File: src/rtl/jtframe_snd_pkg.sv
// rtl/jtframe_snd_pkg.sv - shared sound-path types, defaults and helpers
package jtframe_snd_pkg;

  typedef enum logic [1:0] {
    ST_IDLE  = 2'd0,
    ST_ISSUE = 2'd1,
    ST_WAIT  = 2'd2,
    ST_DONE  = 2'd3
  } flt_state_t;

  localparam int DEF_DIV = 1024;
  localparam int DEF_TMO = 255;

  // Lowest set bit of mask at or above start; bit 2 of the result flags a hit.
  function automatic logic [2:0] first_from(input logic [3:0] mask, input int start);
    logic [2:0] hit;
    hit = 3'b000;
    for (int k = 3; k >= 0; k--) begin
      if (k >= start && mask[k]) hit = {1'b1, 2'(k)};
    end
    return hit;
  endfunction

endpackage

File: src/rtl/jtframe_sample_div.sv
// rtl/jtframe_sample_div.sv - free-running sample-period divider
module jtframe_sample_div
  import jtframe_snd_pkg::*;
#(
  parameter int DIV = DEF_DIV
) (
  input  logic clk,
  input  logic rst,
  output logic sample
);

  localparam int CW = $clog2(DIV);

  logic [CW-1:0] cnt;

  // Count 0..DIV-1 and wrap; the strobe is the terminal count itself.
  always_ff @(posedge clk or posedge rst) begin
    if (rst) begin
      cnt <= '0;
    end else if (cnt == CW'(DIV - 1)) begin
      cnt <= '0;
    end else begin
      cnt <= cnt + 1'b1;
    end
  end

  assign sample = (cnt == CW'(DIV - 1));

endmodule

File: src/rtl/jtframe_flt_sched.sv
// rtl/jtframe_flt_sched.sv - time-shares one filter engine across sound channels
module jtframe_flt_sched
  import jtframe_snd_pkg::*;
#(
  parameter int CH  = 4,
  parameter int W   = 16,
  parameter int DIV = DEF_DIV,
  parameter int TMO = DEF_TMO
) (
  input  logic            clk,
  input  logic            rst,
  input  logic [CH*W-1:0] din,
  input  logic [CH-1:0]   ch_en,
  input  logic            ovr_clr,
  output logic            sample,
  output logic [W-1:0]    flt_din,
  output logic [1:0]      flt_ch,
  output logic            flt_valid,
  input  logic            flt_ready,
  input  logic [W-1:0]    flt_dout,
  input  logic            flt_ovalid,
  output logic [CH*W-1:0] dout,
  output logic            dout_stb,
  output logic            overrun,
  output logic            timeout
);

  localparam int TW = $clog2(TMO + 1);

  flt_state_t      st;
  logic [CH*W-1:0] snap;
  logic [3:0]      en_snap;
  logic [3:0]      en_pad;
  logic [1:0]      idx;
  logic [TW-1:0]   wcnt;
  logic [2:0]      first_hit;
  logic [2:0]      next_hit;

  jtframe_sample_div #(.DIV(DIV)) u_div (
    .clk    (clk),
    .rst    (rst),
    .sample (sample)
  );

  // Unused channel slots read as disabled so the search never lands on them.
  assign en_pad    = 4'(ch_en);
  assign first_hit = first_from(en_pad, 0);
  assign next_hit  = first_from(en_snap, int'(idx) + 1);

  // Scheduler FSM: snapshot, issue each enabled channel in order, collect results.
  always_ff @(posedge clk or posedge rst) begin
    if (rst) begin
      st        <= ST_IDLE;
      idx       <= 2'd0;
      flt_valid <= 1'b0;
      flt_din   <= '0;
      flt_ch    <= 2'd0;
      dout      <= '0;
      dout_stb  <= 1'b0;
      overrun   <= 1'b0;
      timeout   <= 1'b0;
      snap      <= '0;
      en_snap   <= 4'd0;
      wcnt      <= '0;
    end else begin
      dout_stb <= 1'b0;
      // Clear first so that a set event later in this block takes priority.
      if (ovr_clr) begin
        overrun <= 1'b0;
        timeout <= 1'b0;
      end
      if (sample && st != ST_IDLE) overrun <= 1'b1;
      case (st)
        ST_IDLE: begin
          if (sample) begin
            snap    <= din;
            en_snap <= en_pad;
            if (first_hit[2]) begin
              st        <= ST_ISSUE;
              idx       <= first_hit[1:0];
              flt_ch    <= first_hit[1:0];
              flt_din   <= din[int'(first_hit[1:0])*W +: W];
              flt_valid <= 1'b1;
            end else begin
              st       <= ST_DONE;
              dout_stb <= 1'b1;
            end
          end
        end
        ST_ISSUE: begin
          if (flt_ready) begin
            flt_valid <= 1'b0;
            wcnt      <= '0;
            st        <= ST_WAIT;
          end
        end
        ST_WAIT: begin
          if (flt_ovalid || wcnt == TW'(TMO - 1)) begin
            if (flt_ovalid) dout[int'(idx)*W +: W] <= flt_dout;
            else            timeout <= 1'b1;
            if (next_hit[2]) begin
              st        <= ST_ISSUE;
              idx       <= next_hit[1:0];
              flt_ch    <= next_hit[1:0];
              flt_din   <= snap[int'(next_hit[1:0])*W +: W];
              flt_valid <= 1'b1;
            end else begin
              st       <= ST_DONE;
              dout_stb <= 1'b1;
            end
          end else begin
            wcnt <= wcnt + 1'b1;
          end
        end
        ST_DONE: begin
          st <= ST_IDLE;
        end
        default: begin
          st <= ST_IDLE;
        end
      endcase
    end
  end

endmodule

File: config.mk
export PLATFORM = sky130hd
export DESIGN_NAME = jtframe_flt_sched
export DESIGN_NICKNAME = d
export VERILOG_FILES = /design/src/rtl/jtframe_snd_pkg.sv /design/src/rtl/jtframe_sample_div.sv /design/src/rtl/jtframe_flt_sched.sv
export SDC_FILE = /design/constraint.sdc
export NUM_CORES = 1
export LEC_CHECK = 0
export CAP_MARGIN = 0
export CORE_MARGIN = 5
export CORE_UTILIZATION = 49
export DETAILED_ROUTE_END_ITERATION = 8
export MAX_ROUTING_LAYER = met4
export PLACE_DENSITY_LB_ADDON = 0.2
export SYNTH_ARGS = -nofsm -noshare
export SYNTH_HDL_FRONTEND = slang
export SYNTH_SLANG_ARGS = --single-unit
File: constraint.sdc
create_clock -name clk -period 15.4 [get_ports clk]
set_input_delay 3.08 -clock clk [delete_from_list [all_inputs] [get_ports clk]]
set_output_delay 3.08 -clock clk [all_outputs]
set_load 0.05 [all_outputs]
# Word level (Yosys, flattened, before mapping)
# Index checks and enable logic that the tools add are counted.
word_totals:
  reg_bits: 174
  latch_bits: 0
  ramBits: 0
  mem_bits_ro: 0
  out_inout_bits: 87
  elab_cells: 99
  mem_count: 0
op_classes:
  addsub: 4
  multipliers: 0
  div_mod_pow: 0
  n_lt_le_gt_ge: 4
  n_eq_ne: 11
  shift: 4
  mux: 46
  bitwise: 0
  reduce_logical: 18
op_table:
  columns: ["operator", "n"]
  rows:
  - ["64-bit by 7-bit variable part select with 16-bit output", 2]
  - ["64-bit bitwise mux", 1]
  - ["16-bit 2-to-1 mux", 4]
  - ["16-bit by 33-bit variable shift with 64-bit output, first input constant", 1]
  - ["16-bit by 33-bit variable part select with 64-bit output", 1]
  - ["6-bit negation with 33-bit output", 1]
  - ["16-bit case mux with 2 select lines", 1]
  - ["3-bit 2-to-1 mux", 8]
  - ["2-bit 2-to-1 mux", 9]
  - ["8-bit 2-to-1 mux", 2]
  - ["8-bit case mux with 2 select lines", 1]
  - ["1-bit 2-to-1 mux", 15]
  - ["2-bit != test, second input constant", 6]
  - ["10-bit by 1-bit adder with 10-bit output, second input constant", 1]
  - ["10-bit == test, second input constant", 1]
  - ["10-bit 2-to-1 mux", 1]
  - ["3-bit AND reduction", 3]
  - ["8-bit by 1-bit adder with 8-bit output, second input constant", 1]
  - ["8-bit == test, second input constant", 1]
  - ["2-bit case mux with 4 select lines", 1]
  - ["2-bit nonzero test", 4]
  - ["1-bit by 3-bit greater-or-equal comparator with 1-bit output, first input constant", 2]
  - ["2-bit by 3-bit greater-or-equal comparator with 1-bit output, first input constant", 2]
  - ["6-bit AND reduction", 1]
  - ["other kinds (12)", 17]

# Longest topological paths before layout
depth:
  ltp_word: 11
  mapped_depth: 10

# Modules after synthesis
# From an unflattened synthesis, not the netlist that was laid out.
hier_totals:
  hier_cells: 782
  area_unflattened_um2: 8167.8
modules_own_cells:
  columns: ["module", "instances", "cells_each", "area_each_um2", "seq_area_each_um2"]
  rows:
  - ["jtframe_flt_sched", 1, 739, 7702.4, 4103.9]
  - ["jtframe_sample_div", 1, 43, 465.4, 250.2]

# Worst setup path before layout
# OpenSTA, ideal clock, no wires.
synth_path:
  kind: "input-to-reg"
  from: "in ch_en[0]"
  to: "reg flt_din[0]"
  t_arrival_ns: 4.525
  required_time_ns: 15.277
  slack_ns: 10.751
  stages: 5
  cell_sequence: "buf_2 -> nor3_2 -> mux4_2 -> a2bb2oi_1 -> o21ai_1"
synth_between:
  elab_chain_len: 5
synth_lines:
  columns: ["element", "line_no", "rtl"]
  rows:
  - ["start: declaration", "jtframe_flt_sched.sv:13", "input logic [CH-1:0] ch_en,"]
  - ["3-bit 2-to-1 mux *", "jtframe_snd_pkg.sv:19", "if (k >= start && mask[k]) hit = {1'b1, 2'(k)};"]
  - ["64-bit by 7-bit variable part select with 16-bit output", "jtframe_flt_sched.sv:82", "flt_din <= din[int'(first_hit[1:0])*W +: W];"]
  - ["16-bit 2-to-1 mux", "jtframe_flt_sched.sv:78", "if (first_hit[2]) begin"]
  - ["16-bit 2-to-1 mux", "jtframe_flt_sched.sv:75", "if (sample) begin"]
  - ["16-bit case mux with 2 select lines", "jtframe_flt_sched.sv:73", "case (st)"]
  - ["end signal: assignment", "jtframe_flt_sched.sv:82", null]
  - ["end signal: assignment", "jtframe_flt_sched.sv:105", "flt_din <= snap[int'(next_hit[1:0])*W +: W];"]
  - ["end: declaration", "jtframe_flt_sched.sv:16", "output logic [W-1:0] flt_din,"]
# Mark *: on every way between the ends. The rest lies on a longest branch, timed or not. The select of a mux whose other input is x is not followed.
# A chain may end at the register's enable or synchronous reset.

# Worst setup path after layout
layout_path:
  from: "reg u_div.cnt[0]"
  to: "out sample"
layout_between:
  elab_chain_len: 1
layout_lines:
  columns: ["element", "line_no", "rtl"]
  rows:
  - ["start: declaration", "jtframe_sample_div.sv:14", "logic [CW-1:0] cnt;"]
  - ["start signal: assignment", "jtframe_sample_div.sv:23", "cnt <= cnt + 1'b1;"]
  - ["10-bit == test", "jtframe_sample_div.sv:27", "assign sample = (cnt == CW'(DIV - 1));"]
  - ["end: declaration", "jtframe_flt_sched.sv:15", "output logic sample,"]
# Every way passes these cells.

==> impl_metrics.ini <==
[run_status]
run_status = complete, no violations

[routing]
drt_iter0_drc = 399
drc = 0
dr_total_vias = 6412
drtPass1Iterations = 5
drt-wirelength-per-cell_um = 18.5
viasPerCell = 5.67
detailed_route_wire_length_um = 21000
route.antenna.remaining_nets = 0

[clock_network]
clock_insertion_delay_worst_skew_ns = 0.42
post_cts_setup_buffer_count = 0
cts_root_buffer = clkbuf_16
clk_path_buf_depth = 2
cts.reportedPaths.clkPinSlew_ns = 0.06
clock-sinks = 174
postCtsHoldBufs = 0
cts-buffers-inserted = 17
cts_resized = 0
cts.htree.levels = 4
tritoncts = yes

[job]
cap_violations = 0

[synthesis]
synth_sequential_area_ratio_pct = 54.7
synthMostInstantiatedCell = dfrtp_1
synth.area.top_cells = dfrtp_1, mux2_2, nand2_1
synth_top_family_by_area = simple AND/OR/NAND/NOR gates
avgSynthCellArea_um2 = 10.7
post_synthesis_share_of_cell_area_spent_on_and_or_nand_and_nor_gates_pct = 14.1
netlist_instances = 742
number_of_flops_mapped_to_enable_cells_by_yosys = 0
synthMuxAreaShare_pct = 12.3
synth_xor_area_share_pct = 1.21
synth_ff_type = dfrtp_1
synth.cells.most_frequent = dfrtp_1, nand2_1, o21ai_0
synth.distinct_cells = 51
synth_async_sr_flop_share_pct = 100
netlist.top_cell.by_area = dfrtp_1
yosys_register_bits = 174
synth_compound_gate_area_share_pct = 13.6
synthesis.nets = 840
yosys_warnings = 0
synth-adder-area-share_pct = 1.41
synth.top_cell.area_share_pct = 54.7
cell_area_after_synthesis_um2 = 7960

[floorplan]
floorplan.initialDensity_pct = 50.1
row_count = 46
die_area_um2 = 18900
floorplan_die_height_um = 137
core_area_um2 = 15900
die_width_um = 137
boundaryPins = 176

[timing]
grt_setup_unrepaired = no
finalSetupTns_ns = 0
period_needed_ns = 5.39
slew_viol_final = 0
post-route-period-util_pct = 35.0
final.setup.worst_slack_ns = 10.01
worst_slew_margin_rel_pct = 31.3
fmax_mhz = 185
worst_pin_slew_ns = 1.03
finalSetupViolCount = 0
timing.clock.skew_ns = 0.00721
hold_viol = 0

[worst_setup_path]
setup.worst_path.start_class = flop
cp_cell_sequence = ha_1 > and4_4 > nand3_4 > clkinv_4 > clkdlybuf4s50_1
cp.arrival_ns = 2.31
crit_fanout = 8
crit_path_end_kind = output pin
crit_required_ns = 12.32
worst_path_max_delay_cell = clkdlybuf4s50_1
criticalPathCategory = flop to output pin
max_stage_delay_ns = 0.80

[layout]
post_route_cells_drive_above_1_share_pct = 14.9
n_fill_cell = 1240
area_delta_synth_final_pct = 31.9
num-nets-final = 1002
antenna_cells = 0

[hold_path]
min_path_type = flop to flop

[global_route]
grt_first_pass_wirelength_um = 33500
grt.overflow.total = 0
grt_max_degree = 103
antenna_found_initial = 0
via_count_of_the_first_global_routing_pass = 6648
grt_util_all_layers_pct = 23.5

[placed_design]
post-place-ws_ns = 9.64
port_buffers = 175
gpl.final_weighted_congestion = 0.839
hpwl_um = 15000

[pwr]
vdd_drop_max_v = 0.0000849
p_per_area_nw_per_um2 = 167
static-leakage-power_uw = 0.00437
worst max-delay path: cells and delay by family, from the launching register on:
family,cells,cell delay (ns)
buffers and inverters,2,0.90
DFF,1,0.39
and+or+nand+nor,2,0.38
adders and majority gates,1,0.22
layout make-up:
class	instances	area, um^2	area share (%)
flip-flops and latches	174	4350	41.5
multi-input cells	521	3420	32.5
repair buffers	181	1800	17.1
clock buffers	18	429	4.09
well taps	216	270	2.57
clock inverters	12	194	1.85
inverters	9	43.8	0.417
kinds of logic (layout without fill, tap and decap cells):
kind of cell    Yosys count  after routing
fa+ha+maj                 9              9
flops                   174            174
xor+xnor                 11             11
compound gates          170            170
mux                      79             79
buf+inv                  47            220
simple gates            252            252
cells in the final DEF (no fill, tap or decap), types with 8 or more instances in the layout:
| cell | synthesis | final |
|---|---|---|
| a21oi_1 | 8 | 8 |
| a2bb2oi_1 | 8 | 8 |
| and3_1 | 14 | 14 |
| clkbuf_16 | 0 | 17 |
| clkdlybuf4s50_1 | 0 | 175 |
| dfrtp_1 | 174 | 174 |
| ha_1 | 9 | 9 |
| mux2_2 | 70 | 70 |
| mux4_2 | 8 | 8 |
| nand2_1 | 172 | 172 |
| nand3_1 | 11 | 11 |
| nor2_1 | 18 | 18 |
| o21ai_0 | 87 | 87 |
| o221ai_1 | 8 | 8 |
| o22ai_1 | 10 | 10 |
through the flow:
| step | cell area [um^2] | hold WS, ns | cells | power (uW) | utilization, % |
|---|---|---|---|---|---|
| after floorplan | 7960 | 0.446 | 742 | 1060 | - |
| after global placement | 9880 | 0.460 | 1101 | 1280 | 62.2 |
| after detailed placement | 9880 | 0.469 | 1101 | 1300 | 62.2 |
| after CTS | 10500 | 0.484 | 1131 | 1760 | 66.1 |
| after global routing | 10500 | 0.511 | 1131 | 1840 | 66.1 |
| final | 10500 | 0.477 | 1131 | 1750 | 66.1 |
flip-flops by register name, indices dropped and copies added (netlist names):
name       flops
idx            2
overrun        1
u_div.cnt     10
st             2
dout_stb       1
dout          64
timeout        1
flt_din       16
snap          64
wcnt           8
flt_valid      1
en_snap        4
routing by layer:
| metal | global-route usage [%] | part of all wire [%] |
|---|---|---|
| met5 | - | 0 |
| met2 | 38.4 | 50 |
| met1 | 28.8 | 40 |
| met3 | 5.33 | 7.1 |
| met4 | 8.37 | 2.6 |
final timing paths:
| path | startpoint | end | slack, ns | cells after the start |
|---|---|---|---|---|
| min in group asynchronous | rst | dout[40] | 3.24 | 2 |
| setup reg to reg | idx[0] | flt_din[10] | 12.09 | 8 |
| max in group asynchronous | rst | dout[25] | 10.69 | 3 |
| hold reg to reg | dout[38] | dout[38] | 0.48 | 2 |
| setup / recovery | u_div.cnt[0] | sample | 10.01 | 5 |
| hold / removal | dout[38] | dout[38] | 0.48 | 2 |
power by group:
| part | leakage, uW | switching, uW | internal [uW] |
|---|---|---|---|
| clock | 0.000302 | 170 | 285 |
| combinational | 0.00185 | 473 | 238 |
| sequential | 0.00222 | 54.3 | 532 |
Power figures use the tool's default switching activity.
